$ cat config.mk
export PLATFORM = sky130hd
export DESIGN_NAME = muldiv_unit_flat
export DESIGN_NICKNAME = d
export VERILOG_FILES = /design/src/rtl/muldiv_unit_pkg.sv /design/src/rtl/muldiv_unit_if.sv /design/src/rtl/muldiv_unit.sv /design/src/flat_wrapper.sv
export SDC_FILE = /design/constraint.sdc
export NUM_CORES = 1
export LEC_CHECK = 0
export BUFFER_PORTS_ARGS = -buffer_cell sky130_fd_sc_hd__buf_2
export CAP_MARGIN = 20
export CORE_MARGIN = 1.5
export CORE_UTILIZATION = 28
export CTS_CLUSTER_DIAMETER = 40
export DETAILED_ROUTE_END_ITERATION = 10
export PLACE_DENSITY = 0.51
export SYNTH_ARGS = -nofsm -noshare
export SYNTH_HDL_FRONTEND = slang
export SYNTH_SLANG_ARGS = --single-unit
$ cat constraint.sdc
create_clock -name clk -period 8.6 [get_ports clk]
set_input_delay 1.72 -clock clk [delete_from_list [all_inputs] [get_ports clk]]
set_output_delay 1.72 -clock clk [all_outputs]
set_load 0.01 [all_outputs]
$ cat src/rtl/muldiv_unit_pkg.sv
// Shared constants, operation/state encodings and small helpers for the
// iterative multiply/divide unit.
package muldiv_unit_pkg;

    localparam int XLEN  = 32;
    localparam int CNT_W = $clog2(XLEN);

    typedef enum logic [1:0] {
        MD_OP_MULT  = 2'b00,
        MD_OP_MULTU = 2'b01,
        MD_OP_DIV   = 2'b10,
        MD_OP_DIVU  = 2'b11
    } md_op_t;

    typedef enum logic [1:0] {
        MD_IDLE = 2'b00,
        MD_CALC = 2'b01,
        MD_FIX  = 2'b10
    } md_state_t;

    function automatic logic md_is_signed(input logic [1:0] op);
        return (op == MD_OP_MULT) || (op == MD_OP_DIV);
    endfunction

    function automatic logic md_is_div(input logic [1:0] op);
        return (op == MD_OP_DIV) || (op == MD_OP_DIVU);
    endfunction

    // Magnitude of a two's-complement value; 0x8000_0000 maps to itself,
    // which is the correct unsigned magnitude.
    function automatic logic [XLEN-1:0] md_abs(input logic [XLEN-1:0] v,
                                               input logic is_signed);
        return (is_signed && v[XLEN-1]) ? (~v + 1'b1) : v;
    endfunction

endpackage

$ cat src/rtl/muldiv_unit_if.sv
// Operand, control and HI/LO result bundle between execute-stage control
// and the multiply/divide unit.
interface muldiv_unit_if;
    import muldiv_unit_pkg::*;

    logic            start;
    logic [1:0]      op;
    logic [XLEN-1:0] a;
    logic [XLEN-1:0] b;
    logic            hi_we;
    logic            lo_we;
    logic [XLEN-1:0] wdata;
    logic            busy;
    logic            done;
    logic [XLEN-1:0] hi;
    logic [XLEN-1:0] lo;

    modport master (
        output start, op, a, b, hi_we, lo_we, wdata,
        input  busy, done, hi, lo
    );

    modport slave (
        input  start, op, a, b, hi_we, lo_we, wdata,
        output busy, done, hi, lo
    );

endinterface

$ cat src/rtl/muldiv_unit.sv
// Iterative MULT/MULTU/DIV/DIVU unit: magnitude shift-add multiply and
// restoring divide over 32 iterations, sign fixup, architectural HI/LO.
module muldiv_unit
    import muldiv_unit_pkg::*;
(
    input  logic         clk,
    input  logic         rst,
    muldiv_unit_if.slave bus
);

    localparam logic [CNT_W-1:0] CNT_LAST = CNT_W'(XLEN - 1);

    md_state_t         state_reg, state_next;
    logic [CNT_W-1:0]  cnt_reg;
    logic              is_div_reg;
    logic              neg_q_reg;
    logic              neg_r_reg;
    logic              dz_reg;
    logic [XLEN-1:0]   a_orig_reg;
    logic [XLEN-1:0]   opnd_reg;
    logic [XLEN-1:0]   acc_reg;
    logic [XLEN-1:0]   shf_reg;
    logic [XLEN-1:0]   hi_reg;
    logic [XLEN-1:0]   lo_reg;
    logic              done_reg;

    logic              op_signed;
    logic              op_div;
    logic [XLEN-1:0]   a_mag;
    logic [XLEN-1:0]   b_mag;

    logic [XLEN:0]     mul_sum;
    logic [XLEN:0]     rem_shift;
    logic [XLEN-1:0]   rem_diff;
    logic              rem_ge;
    logic [2*XLEN-1:0] prod_mag;
    logic [2*XLEN-1:0] prod_fix;
    logic [XLEN-1:0]   quo_fix;
    logic [XLEN-1:0]   rem_fix;

    assign op_signed = md_is_signed(bus.op);
    assign op_div    = md_is_div(bus.op);
    assign a_mag     = md_abs(bus.a, op_signed);
    assign b_mag     = md_abs(bus.b, op_signed);

    // Multiply: acc holds the upper product half, shf the multiplier that
    // drains out while low product bits shift in from the top.
    assign mul_sum   = {1'b0, acc_reg} + (shf_reg[0] ? {1'b0, opnd_reg} : '0);

    // Divide: acc is the partial remainder, shf the dividend draining out
    // at the top while quotient bits fill in at the bottom.
    assign rem_shift = {acc_reg, shf_reg[XLEN-1]};
    assign rem_ge    = (rem_shift >= {1'b0, opnd_reg});
    assign rem_diff  = rem_shift[XLEN-1:0] - opnd_reg;

    assign prod_mag  = {acc_reg, shf_reg};
    assign prod_fix  = neg_q_reg ? (~prod_mag + 1'b1) : prod_mag;
    assign quo_fix   = neg_q_reg ? (~shf_reg + 1'b1) : shf_reg;
    assign rem_fix   = neg_r_reg ? (~acc_reg + 1'b1) : acc_reg;

    always_comb begin
        state_next = state_reg;
        case (state_reg)
            MD_IDLE: if (bus.start) state_next = MD_CALC;
            MD_CALC: if (cnt_reg == CNT_LAST) state_next = MD_FIX;
            MD_FIX:  state_next = MD_IDLE;
            default: state_next = MD_IDLE;
        endcase
    end

    always_ff @(posedge clk) begin
        if (rst) begin
            state_reg  <= MD_IDLE;
            cnt_reg    <= '0;
            is_div_reg <= 1'b0;
            neg_q_reg  <= 1'b0;
            neg_r_reg  <= 1'b0;
            dz_reg     <= 1'b0;
            a_orig_reg <= '0;
            opnd_reg   <= '0;
            acc_reg    <= '0;
            shf_reg    <= '0;
            hi_reg     <= '0;
            lo_reg     <= '0;
            done_reg   <= 1'b0;
        end else begin
            state_reg <= state_next;
            done_reg  <= 1'b0;
            case (state_reg)
                MD_IDLE: begin
                    if (bus.start) begin
                        cnt_reg    <= '0;
                        is_div_reg <= op_div;
                        neg_q_reg  <= op_signed & (bus.a[XLEN-1] ^ bus.b[XLEN-1]);
                        neg_r_reg  <= op_signed & op_div & bus.a[XLEN-1];
                        dz_reg     <= (bus.b == '0);
                        a_orig_reg <= bus.a;
                        acc_reg    <= '0;
                        opnd_reg   <= op_div ? b_mag : a_mag;
                        shf_reg    <= op_div ? a_mag : b_mag;
                    end else begin
                        // MTHI/MTLO only land when no operation is launching.
                        if (bus.hi_we) hi_reg <= bus.wdata;
                        if (bus.lo_we) lo_reg <= bus.wdata;
                    end
                end
                MD_CALC: begin
                    cnt_reg <= cnt_reg + 1'b1;
                    if (is_div_reg) begin
                        acc_reg <= rem_ge ? rem_diff : rem_shift[XLEN-1:0];
                        shf_reg <= {shf_reg[XLEN-2:0], rem_ge};
                    end else begin
                        acc_reg <= mul_sum[XLEN:1];
                        shf_reg <= {mul_sum[0], shf_reg[XLEN-1:1]};
                    end
                end
                MD_FIX: begin
                    done_reg <= 1'b1;
                    if (is_div_reg) begin
                        // Divide by zero reports the untouched dividend in HI.
                        if (dz_reg) begin
                            lo_reg <= '1;
                            hi_reg <= a_orig_reg;
                        end else begin
                            lo_reg <= quo_fix;
                            hi_reg <= rem_fix;
                        end
                    end else begin
                        hi_reg <= prod_fix[2*XLEN-1:XLEN];
                        lo_reg <= prod_fix[XLEN-1:0];
                    end
                end
                default: ;
            endcase
        end
    end

    assign bus.busy = (state_reg != MD_IDLE);
    assign bus.done = done_reg;
    assign bus.hi   = hi_reg;
    assign bus.lo   = lo_reg;

endmodule

$ cat src/flat_wrapper.sv
// flat-port wrapper written by rule: the top's interface ports become plain ports
module muldiv_unit_flat import muldiv_unit_pkg::*;
  (clk, rst, bus_start, bus_op, bus_a, bus_b, bus_hi_we, bus_lo_we, bus_wdata, bus_busy, bus_done, bus_hi, bus_lo);
  muldiv_unit_if bus_i ();
  input  logic clk;
  input  logic rst;
  input wire logic [$bits(bus_i.start)-1:0] bus_start;
  input wire logic [$bits(bus_i.op)-1:0] bus_op;
  input wire logic [$bits(bus_i.a)-1:0] bus_a;
  input wire logic [$bits(bus_i.b)-1:0] bus_b;
  input wire logic [$bits(bus_i.hi_we)-1:0] bus_hi_we;
  input wire logic [$bits(bus_i.lo_we)-1:0] bus_lo_we;
  input wire logic [$bits(bus_i.wdata)-1:0] bus_wdata;
  output wire logic [$bits(bus_i.busy)-1:0] bus_busy;
  output wire logic [$bits(bus_i.done)-1:0] bus_done;
  output wire logic [$bits(bus_i.hi)-1:0] bus_hi;
  output wire logic [$bits(bus_i.lo)-1:0] bus_lo;
  assign bus_i.start = bus_start;
  assign bus_i.op = bus_op;
  assign bus_i.a = bus_a;
  assign bus_i.b = bus_b;
  assign bus_i.hi_we = bus_hi_we;
  assign bus_i.lo_we = bus_lo_we;
  assign bus_i.wdata = bus_wdata;
  assign bus_busy = bus_i.busy;
  assign bus_done = bus_i.done;
  assign bus_hi = bus_i.hi;
  assign bus_lo = bus_i.lo;
  muldiv_unit u_core (.clk(clk), .rst(rst), .bus(bus_i));
endmodule
== Yosys cells after proc, flatten, opt, wreduce, memory -nomap -nowiden ==
Index checks and enable logic that the tools add are counted.

* Add/sub/neg operators: 8
* Magnitude comparators: 1
* Eq/ne operators: 10
* Mux-type cells: 31
* Bitwise operators: 9
* Reduce and logical (&&, ||, !) cells: 15

{| class="wikitable"
|+ Operator list
! cell !! number
|-
| $mux 32 || 20
|-
| $pmux 32 s2 || 4
|-
| $add 32x1->32 const B || 4
|-
| $not 32->32 || 4
|-
| $add 64x1->64 const B || 1
|-
| $mux 64 || 1
|-
| $not 64->64 || 1
|-
| $add 32x33->33 || 1
|-
| $ge 33x32->1 || 1
|-
| $logic_not 32->1 || 1
|-
| $sub 32x32->32 || 1
|-
| $pmux 5 s2 || 1
|-
| $ne 2x2->1 const B || 4
|-
| $eq 2x2->1 const B || 3
|-
| $reduce_and 2->1 || 3
|-
| $reduce_and 3->1 || 2
|-
| $reduce_bool 2->1 || 3
|-
| $add 5x1->5 const B || 1
|-
| $eq 5x5->1 const B || 1
|-
| $mux 5 || 1
|-
| $logic_not 2->1 || 2
|-
| $mux 2 || 2
|-
| $pmux 2 s2 || 1
|-
| $and 1x1->1 || 3
|-
| 6 further kinds || 8
|}

* Bits in registers: 204
* Input bits: 103
* Word-level logic and storage cells: 87

== Logic depth before layout (Yosys ltp) ==
* Word-level depth: 7
* Mapped depth: 15

== Worst setup path after synthesis ==
Ideal clock, no wire load.

* Path type: input -> register
* Start: in bus_b[4]
* End: reg u_core.shf_reg[30]
* Library setup time: 138 ps
* Arrival time: 3894 ps
* Data required time: 8462 ps
* Path slack: 4568 ps
* Cell stages on the path: 10
* Path buffers: 0
* Cells stage by stage: nor4_1 > nand4_1 > or3_1 > nor4_1 > nand3b_1 > nand2_1 > xor2_1 > nor2_1 > a21oi_1 > o221ai_1

* Longest elaborated chain between the ends: 6

{| class="wikitable"
|+ Ends and longest elaborated chain
! element !! RTL line !! RTL
|-
| start: declaration || flat_wrapper.sv:10 || <nowiki>input wire logic [$bits(bus_i.b)-1:0] bus_b;</nowiki>
|-
| $not 32->32 || muldiv_unit_pkg.sv:33 || <nowiki>return (is_signed && v[XLEN-1]) ? (~v + 1'b1) : v;</nowiki>
|-
| $add 32x1->32 || muldiv_unit_pkg.sv:33 ||
|-
| $mux 32 || muldiv_unit_pkg.sv:33 ||
|-
| $mux 32 || muldiv_unit.sv:100 || <nowiki>shf_reg <= op_div ? a_mag : b_mag;</nowiki>
|-
| $mux 32 || muldiv_unit.sv:91 || <nowiki>if (bus.start) begin</nowiki>
|-
| $pmux 32 s2 || muldiv_unit.sv:89 || <nowiki>case (state_reg)</nowiki>
|-
| end signal: assignment || muldiv_unit.sv:100 ||
|-
| end signal: assignment || muldiv_unit.sv:111 || <nowiki>shf_reg <= {shf_reg[XLEN-2:0], rem_ge};</nowiki>
|-
| end signal: assignment || muldiv_unit.sv:114 || <nowiki>shf_reg <= {mul_sum[0], shf_reg[XLEN-1:1]};</nowiki>
|-
| end: declaration || muldiv_unit.sv:22 || <nowiki>logic [XLEN-1:0] shf_reg;</nowiki>
|}

Every way passes these cells. The select of a mux whose other input is x is not followed.
A chain may end at the register's enable or synchronous reset.

== Final worst setup path ==
* Start: reg u_core.shf_reg[0]
* End: reg u_core.acc_reg[24]

* Longest elaborated chain between the ends: 4

{| class="wikitable"
|+ Ends and longest elaborated chain
! element !! RTL line !! RTL
|-
| $mux 32 || muldiv_unit.sv:48 || <nowiki>assign mul_sum = {1'b0, acc_reg} + (shf_reg[0] ? {1'b0, opnd_reg} : '0);</nowiki>
|-
| $add 32x33->33 || muldiv_unit.sv:48 ||
|-
| $mux 32 || muldiv_unit.sv:109 || <nowiki>if (is_div_reg) begin</nowiki>
|-
| $pmux 32 s2 || muldiv_unit.sv:89 ||
|-
| end signal: assignment || muldiv_unit.sv:110 || <nowiki>acc_reg <= rem_ge ? rem_diff : rem_shift[XLEN-1:0];</nowiki>
|-
| end signal: assignment || muldiv_unit.sv:113 || <nowiki>acc_reg <= mul_sum[XLEN:1];</nowiki>
|-
| end: declaration || muldiv_unit.sv:21 || <nowiki>logic [XLEN-1:0] acc_reg;</nowiki>
|}

Every way passes these cells.

==> out/results.ini <==
[timing]
maxSlewViolCount=0
fin_setup_tns_ns=0
period_needed_ns=4.386
period_share_pct=51.00
worstMarginPinSlew_ns=0.9668
timing_hold_violations_final=0
rsz0062_at_grt=no
fmax_mhz=228.0
setup_viol=0
slew_headroom_pct=35.31
fin_skew_ns=0.01786

[placement]
placement.io_buffers=168
dpl.hpwl_um=54540
routabilityCongestion=0.9410
dpl_cell_area_mm2=0.01791

[worst_hold_path]
hp-class=flip-flop to flip-flop
worstHoldPathCells=2
min_from=u_core.bus.lo[16]$_SDFFE_PP0P_
whs_endpoint=u_core.bus.lo[16]$_SDFFE_PP0P_

[critical_path]
startpoint=u_core.shf_reg[0]$_SDFFE_PP0P_
crit_top_cell=o21ai_0
path_cells=inv_1, buf_4, nor2_1, ha_1, a211oi_1, o21a_1, a21oi_1, o21ai_0, o221ai_1, a41oi_1, o21ba_2, o21ai_0, xor2_1, a221o_1
critPathTopFamily=compound AO/OA/AOI/OAI gates
worstReg2RegStart=u_core.shf_reg[0]$_SDFFE_PP0P_
crit_path_end_kind=flip-flop
cpPeakStageDelay_ns=0.65
critical_path_class=flip-flop to flip-flop
path_buf_inv=2
required_ns=9.02
cp-start-kind=flip-flop
reg2reg_depth=14
worst-path-max-fanout=30
r2r_end=u_core.acc_reg[24]$_SDFFE_PP0P_
cp.arrival_ns=4.81
r2r_slack_ns=4.21
cpMaxStageDelayCell=o21ai_0

[die]
io_pins=169
row_count=88
fp.dieH_um=245.5
start_util_pct=28.44
fp.coreArea_mm2=0.05792
die_w_um=245.5
die_area_mm2=0.06029

[global_routing]
grt_max_degree=92
overflow=0
grt_usage_pct=23.14
grt_pass1_vias=16550
grt_pass1_wl_um=106500
antenna_found_initial=1

[routing]
vias_per_cell=5.719
initialDrtViolationCount=1697
wirelength_um=71880
wl_per_cell_um=22.98
drc=0
drtPass1Iterations=6
drtAntennaViolNets=0
num_vias=17890

[logic_synthesis]
synth_cell_types=74
synth_top_area_share_pct=24.79
ys_warn_count=0
synth_cells=2264
async_reset_ff_share_pct=0
synthesis.nets=2439
synth_common_cells=nand2_1, a21oi_1, dfxtp_1
synthesis.area_mm2=0.01647
synth_most_common_cell=nand2_1
yosys.area.top_type=dfxtp_1
syn_area_per_cell_um2=7.275
synth-main-ff-cell=dfxtp_1
synthTopCellsByArea=dfxtp_1, a21oi_1, nand2_1, xnor2_1, ha_1
synth-edff-count=0
ys_ff_latch=204
ys_seq_area_share_pct=24.79

[finish]
fin_area_mm2=0.01930
fin_nets=2511
diodes=0
drive_gt1_share_pct=13.12
areaGrowthSynthToFinish_pct=17.18

[clock_tree]
ctsLongestPathBuffers=3
cts_buffers=39
clock_sinks=204
clock_latency_ns=0.55
h-tree-depth=2
cts-resized-gates=0
post_cts_buffers=0
cts_tree=built
root_buffer=clkbuf_16
path_clk_slew_ns=0.05
postCtsHoldBufs=0

[power]
vdd_ir_drop_max_uv=107.7
p_per_area_mw_per_mm2=184.0
leakage_nw=7.774

[run_status]
outcome=finished, final reports clean

[flow_run]
maxCapViolCount=0

## tightest hold or removal path, cell delays in order, from the launching register on
cell	delay [ns]
dfxtp_1	0.30
nand2_1	0.05
a21oi_1	0.05
## power breakdown
group / switching [mW] / total, mW / leakage, nW / internal (mW)
Clock: 0.556 / 1.63 / 0.666 / 1.07
Combinational: 0.533 / 0.833 / 5.44 / 0.300
Sequential: 0.0854 / 1.09 / 1.67 / 1.00
Total: 1.18 / 3.55 / 7.77 / 2.38
## through the flow
step,total power [mW],std cells,setup WS (ns),hold WS [ns],utilization (%)
finish,3.551,3128,4.214,0.4488,33.33
global route,3.694,3128,3.869,0.4694,33.33
CTS,3.555,3127,4.246,0.4492,33.28
detailed placement,1.924,3059,4.117,0.4418,30.92
global placement,1.919,3059,4.112,0.4411,30.92
floorplan,1.631,2264,4.568,0.4287,-
## worst max path at each step
stage | endpoint | depth (start not counted)
after floorplan | u_core.shf_reg[30]$_SDFFE_PP0P_ | 10
after global placement | u_core.opnd_reg[29]$_SDFFE_PP0P_ | 11
after detailed placement | u_core.shf_reg[30]$_SDFFE_PP0P_ | 12
after CTS | u_core.acc_reg[24]$_SDFFE_PP0P_ | 14
after global routing | u_core.acc_reg[29]$_SDFFE_PP0P_ | 14
final | u_core.acc_reg[24]$_SDFFE_PP0P_ | 14
## routing by layer
layer	part of all wire [%]	vias up	routed length (um)	global-route usage (%)
li1	-	8405	-	-
met3	6.5	123	4703	3.427
met1	45	8637	32360	31.83
met4	3.9	0	2790	9.275
met5	0	-	0	0
met2	45	725	32030	36.03
## cells by family (layout without fill, tap and decap cells)
group,Yosys count,after routing,share of synthesized area [%]
flip-flops,204,204,24.79
buffers and inverters,254,353,5.994
XOR/XNOR,167,167,8.880
AO/OA/AOI/OAI,796,796,31.08
multiplexers,69,69,4.216
AND/OR/NAND/NOR,702,702,19.47
adder cells (fa/ha/maj),72,72,5.561
## area by class of cell
class,count,area (um^2)
fill,6311,38610
multi-input combinational,1806,11450
sequential,204,4089
timing repair buffer,206,1149
clock buffer,49,1084
tap,765,957.2
inverter,79,296.5
clock inverter,19,280.3
## cell usage in the layout (no fill, tap or decap), types with 20 or more instances in the layout
cell / synthesis / layout
nand2_1: 282 / 282
a21oi_1: 257 / 257
dfxtp_1: 204 / 202
nor2_1: 194 / 191
buf_2: 17 / 167
o21ai_0: 141 / 141
xnor2_1: 109 / 109
a211oi_1: 95 / 95
inv_1: 77 / 77
ha_1: 70 / 70
mux2i_1: 66 / 66
xor2_1: 58 / 58
o221ai_1: 48 / 48
a21o_1: 48 / 48
o211ai_1: 46 / 46
clkbuf_16: 0 / 39
buf_4: 1 / 38
nor3_1: 37 / 36
nand3_1: 32 / 32
nor4_1: 25 / 25
o31ai_1: 21 / 21
nand2b_1: 20 / 20
Note: power is estimated with default switching activity, not from simulation.
